File: config.mk
export PLATFORM = sky130hd
export DESIGN_NAME = sliding_averager_flat
export DESIGN_NICKNAME = d
export VERILOG_FILES = /design/src/rtl/sliding_averager_if.sv /design/src/rtl/sliding_averager.sv /design/src/flat_wrapper.sv
export SDC_FILE = /design/constraint.sdc
export NUM_CORES = 1
export LEC_CHECK = 0
export BUFFER_PORTS_ARGS = -buffer_cell sky130_fd_sc_hd__buf_2
export CAP_MARGIN = 20
export CELL_PAD_IN_SITES_DETAIL_PLACEMENT = 0
export CELL_PAD_IN_SITES_GLOBAL_PLACEMENT = 2
export CORE_MARGIN = 4
export CORE_UTILIZATION = 47
export CTS_BUF_LIST = sky130_fd_sc_hd__clkbuf_4
export DETAILED_ROUTE_END_ITERATION = 16
export PLACE_DENSITY_LB_ADDON = 0.1
export SKIP_CTS_REPAIR_TIMING = 1
export SLEW_MARGIN = 10
export SYNTH_ARGS = -nofsm -noshare
export SYNTH_HDL_FRONTEND = slang
export SYNTH_SLANG_ARGS = --single-unit
File: constraint.sdc
create_clock -name clk -period 5.5 [get_ports clk]
set_input_delay 0.275 -clock clk [delete_from_list [all_inputs] [get_ports clk]]
set_output_delay 0.275 -clock clk [all_outputs]
set_load 0.02 [all_outputs]
File: src/rtl/sliding_averager_if.sv
// sliding_averager_if
// Groups the sample stream and result stream of sliding_averager.
//   BW      sample/result width
//   inval   sample valid (source -> averager)
//   indata  unsigned sample (source -> averager)
//   mode    0 = block average, 1 = sliding average (source -> averager)
//   clear   synchronous flush of window state (source -> averager)
//   out     registered average result (averager -> consumer)
//   outval  one-cycle pulse per result (averager -> consumer)
//   primed  sliding window holds N samples (averager -> consumer)
// Modports: master = sample source / consumer side, slave = averager.
interface sliding_averager_if #(
    parameter int BW = 8
);
    logic          inval;
    logic [BW-1:0] indata;
    logic          mode;
    logic          clear;
    logic [BW-1:0] out;
    logic          outval;
    logic          primed;

    modport master (
        output inval, indata, mode, clear,
        input  out, outval, primed
    );

    modport slave (
        input  inval, indata, mode, clear,
        output out, outval, primed
    );
endinterface

File: src/rtl/sliding_averager.sv
// sliding_averager
// Streaming averager for unsigned samples, one sample per clock, no
// backpressure. Block mode emits one average per N accepted samples;
// sliding mode emits the running average of the last N samples once the
// window has filled.
// Parameters: N (window length, power of 2, >= 2), BW (sample width).
// Ports:
//   clk   clock, all state updates on the rising edge
//   rstn  asynchronous active-low reset
//   bus   sliding_averager_if.slave (inval, indata, mode, clear in;
//         out, outval, primed out)
// Build option: define AVG_ROUND_EN for round-half-up division,
// otherwise the average is truncated.
module sliding_averager #(
    parameter int N  = 8,
    parameter int BW = 8
) (
    input logic              clk,
    input logic              rstn,
    sliding_averager_if.slave bus
);
    localparam int L  = $clog2(N);
    localparam int AW = BW + L;
    localparam logic [L:0]    CNT_FULL = (L+1)'(N);
    localparam logic [L:0]    CNT_LAST = (L+1)'(N - 1);
    localparam logic [AW-1:0] HALF     = AW'(N / 2);

    logic [BW-1:0] sample_buf [N];
    logic [L-1:0]  wptr;
    logic [L:0]    cnt;
    logic [AW-1:0] acc;
    logic          mode_q;

    logic          flush;
    logic          accept;
    logic [AW-1:0] in_ext;
    logic [AW-1:0] old_ext;
    logic [AW-1:0] block_sum;
    logic [AW-1:0] slide_sum;
    logic [L:0]    cnt_inc;

    // Division by N is a shift; the rounding bias cannot overflow AW bits
    // because the largest sum is N*(2^BW-1).
    function automatic logic [BW-1:0] div_sum(input logic [AW-1:0] s);
        logic [AW-1:0] t;
`ifdef AVG_ROUND_EN
        t = s + HALF;
`else
        t = s;
`endif
        return t[AW-1:L];
    endfunction

    // A mode change flushes exactly like clear, and any sample presented in
    // a flushing cycle is dropped.
    assign flush     = bus.clear || (bus.mode != mode_q);
    assign accept    = bus.inval && !flush;
    assign in_ext    = {{L{1'b0}}, bus.indata};
    // Only a full window has a sample to retire; buffer contents beyond cnt
    // are stale and must not be subtracted.
    assign old_ext   = (cnt == CNT_FULL) ? {{L{1'b0}}, sample_buf[wptr]} : '0;
    assign block_sum = acc + in_ext;
    assign slide_sum = acc + in_ext - old_ext;
    assign cnt_inc   = (cnt == CNT_FULL) ? CNT_FULL : cnt + (L+1)'(1);

    // The sample buffer needs no reset: entries are only read once cnt says
    // they hold valid samples.
    always_ff @(posedge clk) begin
        if (accept && mode_q) begin
            sample_buf[wptr] <= bus.indata;
        end
    end

    always_ff @(posedge clk or negedge rstn) begin
        if (!rstn) begin
            acc        <= '0;
            cnt        <= '0;
            wptr       <= '0;
            mode_q     <= 1'b0;
            bus.out    <= '0;
            bus.outval <= 1'b0;
            bus.primed <= 1'b0;
        end else if (flush) begin
            acc        <= '0;
            cnt        <= '0;
            wptr       <= '0;
            mode_q     <= bus.mode;
            bus.outval <= 1'b0;
            bus.primed <= 1'b0;
        end else if (accept) begin
            if (!mode_q) begin
                if (cnt == CNT_LAST) begin
                    bus.out    <= div_sum(block_sum);
                    bus.outval <= 1'b1;
                    acc        <= '0;
                    cnt        <= '0;
                end else begin
                    acc        <= block_sum;
                    cnt        <= cnt + (L+1)'(1);
                    bus.outval <= 1'b0;
                end
            end else begin
                acc  <= slide_sum;
                cnt  <= cnt_inc;
                wptr <= wptr + L'(1);
                // cnt+1 >= N, i.e. this sample fills or slides a full window.
                if (cnt >= CNT_LAST) begin
                    bus.out    <= div_sum(slide_sum);
                    bus.outval <= 1'b1;
                    bus.primed <= 1'b1;
                end else begin
                    bus.outval <= 1'b0;
                end
            end
        end else begin
            bus.outval <= 1'b0;
        end
    end
endmodule

File: src/flat_wrapper.sv
// flat-port wrapper written by rule: the top's interface ports become plain ports
module sliding_averager_flat 
#(
    parameter int N  = 8,
    parameter int BW = 8
)
  (clk, rstn, bus_inval, bus_indata, bus_mode, bus_clear, bus_out, bus_outval, bus_primed);
  sliding_averager_if #(.BW(BW)) bus_i ();
  input logic clk;
  input logic rstn;
  input wire logic [$bits(bus_i.inval)-1:0] bus_inval;
  input wire logic [$bits(bus_i.indata)-1:0] bus_indata;
  input wire logic [$bits(bus_i.mode)-1:0] bus_mode;
  input wire logic [$bits(bus_i.clear)-1:0] bus_clear;
  output wire logic [$bits(bus_i.out)-1:0] bus_out;
  output wire logic [$bits(bus_i.outval)-1:0] bus_outval;
  output wire logic [$bits(bus_i.primed)-1:0] bus_primed;
  assign bus_i.inval = bus_inval;
  assign bus_i.indata = bus_indata;
  assign bus_i.mode = bus_mode;
  assign bus_i.clear = bus_clear;
  assign bus_out = bus_i.out;
  assign bus_outval = bus_i.outval;
  assign bus_primed = bus_i.primed;
  sliding_averager #(.N(N), .BW(BW)) u_core (.clk(clk), .rstn(rstn), .bus(bus_i));
endmodule
* Word-level counts from Yosys, hierarchy flattened *
Memory sizes are Yosys's and may differ from the RTL's.
Cells that the tools add are included.
W data, S select, Z words.

operators by class
  reductions and logical operators = 11
  mux-type cells = 27
  order comparisons = 1
  add/sub/neg operators = 4
  equal/unequal tests = 4
  bitwise logic cells = 1

operator list
  operator               count
  $mux W11               4
  $mux W8                4
  $mux W4                5
  $add A11 B8 Y11        1
  $mux W1                11
  $sub A11 B11 Y11       1
  $mux W3                3
  $reduce_bool A2 Y1     4
  $add A4 B1 Y4 const B  1
  $eq A4 B3 Y1 const B   1
  $eq A4 B4 Y1 const B   1
  $ge A4 B3 Y1 const B   1
  $reduce_and A4 Y1      1
  $add A3 B1 Y3 const B  1
  $reduce_and A3 Y1      1
  $logic_and A1 B1 Y1    2
  $ne A2 B2 Y1 const B   1
  $reduce_and A2 Y1      1
  $logic_not A1 Y1       1
  $logic_or A1 B1 Y1     1
  $ne A1 B1 Y1           1
  $not A1 Y1             1

word-level totals
  memories kept = 1
  output and inout port bits = 10
  input bits = 13
  word-level logic and storage cells = 56
  bits in registers = 29
  RAM bits = 64

memories
  memory             depth  width  read ports  clocked after memory_dff  wr ports  RTL line                source
  u_core.sample_buf  8      8      1           0                         1         sliding_averager.sv:28  logic [BW-1:0] sample_buf [N];

* Logic depth before layout (Yosys ltp) *
  word-level depth = 7
  mapped depth = 17
  gate-level depth less buffers = 15

* Worst setup path before layout *
OpenSTA, ideal clock, no wires.

  path kind = flip-flop to flip-flop
  start = reg u_core.wptr[0]
  end = reg u_core.acc[10]
  arrival = 3.446 ns
  period minus slack after synthesis = 3.568 ns
  buffers on the path = 2
  stages on the path, launching flop included = 16
  slack = 1.932 ns
  required time = 5.378 ns
  setup time = 0.122 ns
  path through = dfrtp_1 -> buf_6 -> clkbuf_1 -> inv_1 -> nor2_1 -> a21oi_1 -> o22ai_1 -> o21ai_0 -> ha_1 -> nor2b_1 -> o31ai_1 -> a21oi_1 -> nor4_2 -> nor3_1 -> or4_1 -> a32o_1

on the way
  cells in the longest elaborated chain, start to end = 6

RTL lines
  item                    RTL line                 source
  start, declared         sliding_averager.sv:29   logic [L-1:0] wptr;
  start signal, assigned  sliding_averager.sv:105  wptr <= wptr + L'(1);
  $mem_v2 Z8 W8           -
  $mux W8                 sliding_averager.sv:61   assign old_ext = (cnt == CNT_FULL) ? {{L{1'b0}}, sample_buf[wptr]} : '0;
  $sub A11 B11 Y11        sliding_averager.sv:63   assign slide_sum = acc + in_ext - old_ext;
  $mux W11                sliding_averager.sv:91   if (!mode_q) begin
  $mux W11                sliding_averager.sv:90   end else if (accept) begin
  $mux W11                sliding_averager.sv:83   end else if (flush) begin
  end signal, assigned    sliding_averager.sv:98   acc <= block_sum;
  end signal, assigned    sliding_averager.sv:103  acc <= slide_sum;
  end, declared           sliding_averager.sv:31   logic [AW-1:0] acc;

No other way between the ends. The select of a mux whose other input is x is not followed.
A chain may end at the register's enable or synchronous reset.

* Worst setup path after layout *
Same ends and word-level chain as after synthesis.

==> run_summary.xml <==
<?xml version="1.0" encoding="UTF-8"?>
<metrics>
  <group name="layout">
    <metric name="syn2layout_area_growth" unit="%">9.77</metric>
    <metric name="fillCellCount" unit="">888</metric>
    <metric name="final_cell_mix" unit="">edfxtp_1 (64), nand2_1 (51), nor2_1 (37)</metric>
    <metric name="n_antenna_cell" unit="">0</metric>
    <metric name="layout.cells.most_common" unit="">edfxtp_1</metric>
    <metric name="final_layout_size_suffix_gt1_frac" unit="">0.128</metric>
    <metric name="final_area" unit="µm²">5190</metric>
    <metric name="finish.net_count" unit="">466</metric>
  </group>
  <group name="timing">
    <metric name="hold_violations" unit="">0</metric>
    <metric name="relSlewSlack" unit="">0.303</metric>
    <metric name="setup_total_negative_slack" unit="ns">0</metric>
    <metric name="fin_crit" unit="ns">4.22</metric>
    <metric name="grt_setup_unrepaired" unit="">false</metric>
    <metric name="tightestPinTransition" unit="ns">1.04</metric>
    <metric name="timing.final.max_slew_violations" unit="">0</metric>
    <metric name="final.setup_skew" unit="ns">0.0301</metric>
    <metric name="setup_viol" unit="">0</metric>
    <metric name="fmax" unit="MHz">237</metric>
    <metric name="period_share" unit="">0.767</metric>
  </group>
  <group name="detailed_routing">
    <metric name="vias" unit="">3237</metric>
    <metric name="drt_wl_total" unit="mm">10.9</metric>
    <metric name="drt_iter0_drc" unit="">205</metric>
    <metric name="detail-route-antenna-nets" unit="">0</metric>
    <metric name="vias_per_cell" unit="">5.67</metric>
    <metric name="detailedRoute.firstPassIterationCount" unit="">4</metric>
    <metric name="drc" unit="">0</metric>
    <metric name="wl_per_cell" unit="µm">19.0</metric>
  </group>
  <group name="setup_path">
    <metric name="worst_setup_path_endpoint" unit="">u_core.acc[10]</metric>
    <metric name="r2r_slack" unit="ns">1.28</metric>
    <metric name="crit-reg2reg-capture" unit="">u_core.acc[10]</metric>
    <metric name="cp-start-kind" unit="">flip-flop</metric>
    <metric name="crit-reg2reg-launch" unit="">u_core.wptr[0]</metric>
    <metric name="worst-endpoint-arrival" unit="ns">4.56</metric>
    <metric name="path_class" unit="">flip-flop to flip-flop</metric>
    <metric name="timing.critical_path.fanout_max" unit="">17</metric>
    <metric name="endpoint_kind" unit="">flip-flop</metric>
    <metric name="timing.critical_path.required" unit="ns">5.84</metric>
    <metric name="worstSetupStartpoint" unit="">u_core.wptr[0]</metric>
    <metric name="worst_r2r_path_depth" unit="">14</metric>
  </group>
  <group name="grt">
    <metric name="grt_pass1_wl" unit="mm">18.2</metric>
    <metric name="number_of_global_route_vias_before_repair" unit="">3288</metric>
    <metric name="grt_antenna_before_repair" unit="">0</metric>
    <metric name="grt_start_max_net_pins" unit="">30</metric>
    <metric name="gr-usage-all-layers" unit="">0.205</metric>
    <metric name="overflow" unit="">0</metric>
  </group>
  <group name="yosys">
    <metric name="netlist_instances" unit="">403</metric>
    <metric name="netlist-cell-type-count" unit="">55</metric>
    <metric name="syn_nets" unit="">436</metric>
    <metric name="syn_avg_cell_area" unit="µm²">11.7</metric>
    <metric name="synth_area" unit="µm²">4730</metric>
    <metric name="cell_taking_the_most_area_after_synthesis" unit="">edfxtp_1</metric>
    <metric name="yosysWarnings" unit="">0</metric>
    <metric name="ys_ff_latch" unit="">93</metric>
    <metric name="async_flop_share" unit="">0.312</metric>
    <metric name="synth_largest_type_area_fraction" unit="">0.407</metric>
    <metric name="synth_area_leaders" unit="">edfxtp_1 (41%), dfrtp_1 (15%), ha_1 (4.8%), nand2_1 (4.0%), mux4_1 (3.3%)</metric>
    <metric name="synth_enable_flop_cells" unit="">64</metric>
    <metric name="synthFlopType" unit="">edfxtp_1</metric>
    <metric name="synth_sequential_area_ratio" unit="">0.560</metric>
  </group>
  <group name="cts">
    <metric name="tritoncts_num_sinks" unit="">93</metric>
    <metric name="worstSkewPairLatency" unit="ns">0.45</metric>
    <metric name="cts_buffer_depth" unit="">2</metric>
    <metric name="cts.clk_slew.worst_paths" unit="ns">0.18</metric>
    <metric name="cts-root-buf" unit="">clkbuf_4</metric>
    <metric name="tritoncts" unit="">built</metric>
    <metric name="htree_num_levels" unit="">3</metric>
    <metric name="cts-buffers-inserted" unit="">9</metric>
  </group>
  <group name="place">
    <metric name="post_dp_cell_area" unit="µm²">5010</metric>
    <metric name="numPortBuffers" unit="">22</metric>
    <metric name="place_congestion" unit="">0.795</metric>
    <metric name="dp.final_hpwl" unit="mm">7.81</metric>
  </group>
  <group name="floorplanning">
    <metric name="core" unit="µm²">9770</metric>
    <metric name="std_cell_rows" unit="">36</metric>
    <metric name="start_util" unit="">0.484</metric>
    <metric name="width_of_the_chip" unit="µm">108</metric>
    <metric name="die_y" unit="µm">108</metric>
    <metric name="io_pins" unit="">23</metric>
    <metric name="dieArea" unit="µm²">11700</metric>
  </group>
  <group name="power">
    <metric name="static-leakage-power" unit="nW">1.99</metric>
    <metric name="p_per_area" unit="nW/µm²">261</metric>
    <metric name="power.ir.vdd_worst" unit="mV">0.128</metric>
  </group>
  <group name="worst_hold_path">
    <metric name="kind_of_path_behind_the_tightest_hold_check" unit="">input port to flip-flop</metric>
  </group>
  <group name="job">
    <metric name="max_capacitance_violation_count" unit="">0</metric>
  </group>
  <group name="outcome">
    <metric name="status" unit="">finished clean</metric>
  </group>
</metrics>
-- layout make-up --
type / instances / area [µm²] / share of cell area
flip-flops and latches: 93 / 2650 / 0.510
multi-input cells: 284 / 1980 / 0.382
repair buffers: 33 / 198 / 0.0381
well taps: 133 / 166 / 0.0321
clock inverters: 7 / 80.1 / 0.0154
clock buffers: 9 / 67.6 / 0.0130
inverters: 12 / 45.0 / 0.00868
-- per-stage QoR --
| stage | util | hold WS [ns] | setup slack [ns] | instances | power (mW) |
|---|---|---|---|---|---|
| 3_5_place_dp | 0.513 | 0.357 | 1.34 | 553 | 0.990 |
| 3_3_place_gp | 0.513 | 0.350 | 1.46 | 553 | 0.990 |
| 4_1_cts | 0.528 | -0.166 | 1.29 | 569 | 1.36 |
| 2_1_floorplan | - | -0.0206 | 1.93 | 403 | 0.931 |
| 5_1_grt | 0.531 | 0.0324 | 0.961 | 571 | 1.42 |
| 6_report | 0.531 | 0.0452 | 1.28 | 571 | 1.35 |
-- kinds of logic after synthesis --
kind of cell / after synthesis / synth area share
simple gates: 134 / 0.130
flops: 93 / 0.560
compound gates: 90 / 0.124
buf+inv: 26 / 0.0228
mux: 25 / 0.0794
fa+ha+maj: 20 / 0.0561
xor+xnor: 15 / 0.0278
-- layer usage --
layer  wire length [µm]  track usage  up-vias
met1               5240        0.302     1602
met4                187       0.0658        0
li1                   -            -     1560
met2               4980        0.318       59
met3                443       0.0275       16
met5                  0            0        -
-- state kept, by name, indices dropped and copies added, names as in the netlist --
name / cells
u_core.sample_buf: 64
u_core.bus.primed: 1
u_core.wptr: 3
u_core.acc: 11
u_core.cnt: 4
u_core.mode_q: 1
u_core.bus.outval: 1
u_core.bus.out: 8
-- Yosys cell counts (6+ instances only) --
library cell,instances
mux2i_1,15
xnor2_1,10
nand2b_1,7
edfxtp_1,64
nand2_1,51
o21ai_0,14
nor2_1,37
clkbuf_1,9
inv_1,11
nor3_1,10
ha_1,18
a21oi_1,21
dfrtp_1,29
mux4_1,6
o21ai_1,8
-- worst min-delay path by stage --
stage               startpoint              to  cells past startpoint
global placement          rstn  u_core.wptr[1]                      1
finish               bus_clear  u_core.wptr[1]                      2
floorplan                 rstn   u_core.acc[0]                      0
detailed placement        rstn  u_core.wptr[0]                      1
global route         bus_clear  u_core.wptr[0]                      2
CTS                       rstn  u_core.wptr[0]                      1
-- report_power, final --
part           switching (mW)  internal, mW  total [mW]
logic                   0.129        0.0827       0.212
registers             0.00918         0.757       0.766
clock network           0.266         0.109       0.375
total                   0.404         0.949        1.35
-- worst max-delay path, cell delays in order (launching register included) --
cell and delay (ns):
dfrtp_1 0.92, buf_4 0.38, inv_1 0.15, nor2_1 0.13, a21oi_1 0.05, o22ai_1 0.14, o21ai_0 0.11, ha_1 0.38
nor2b_1 0.17, o31ai_1 0.36, a21oi_1 0.19, nor4_2 0.23, nor3_1 0.15, or4_1 0.48, a32o_1 0.27
No activity file was read; power rests on OpenSTA's default activity.
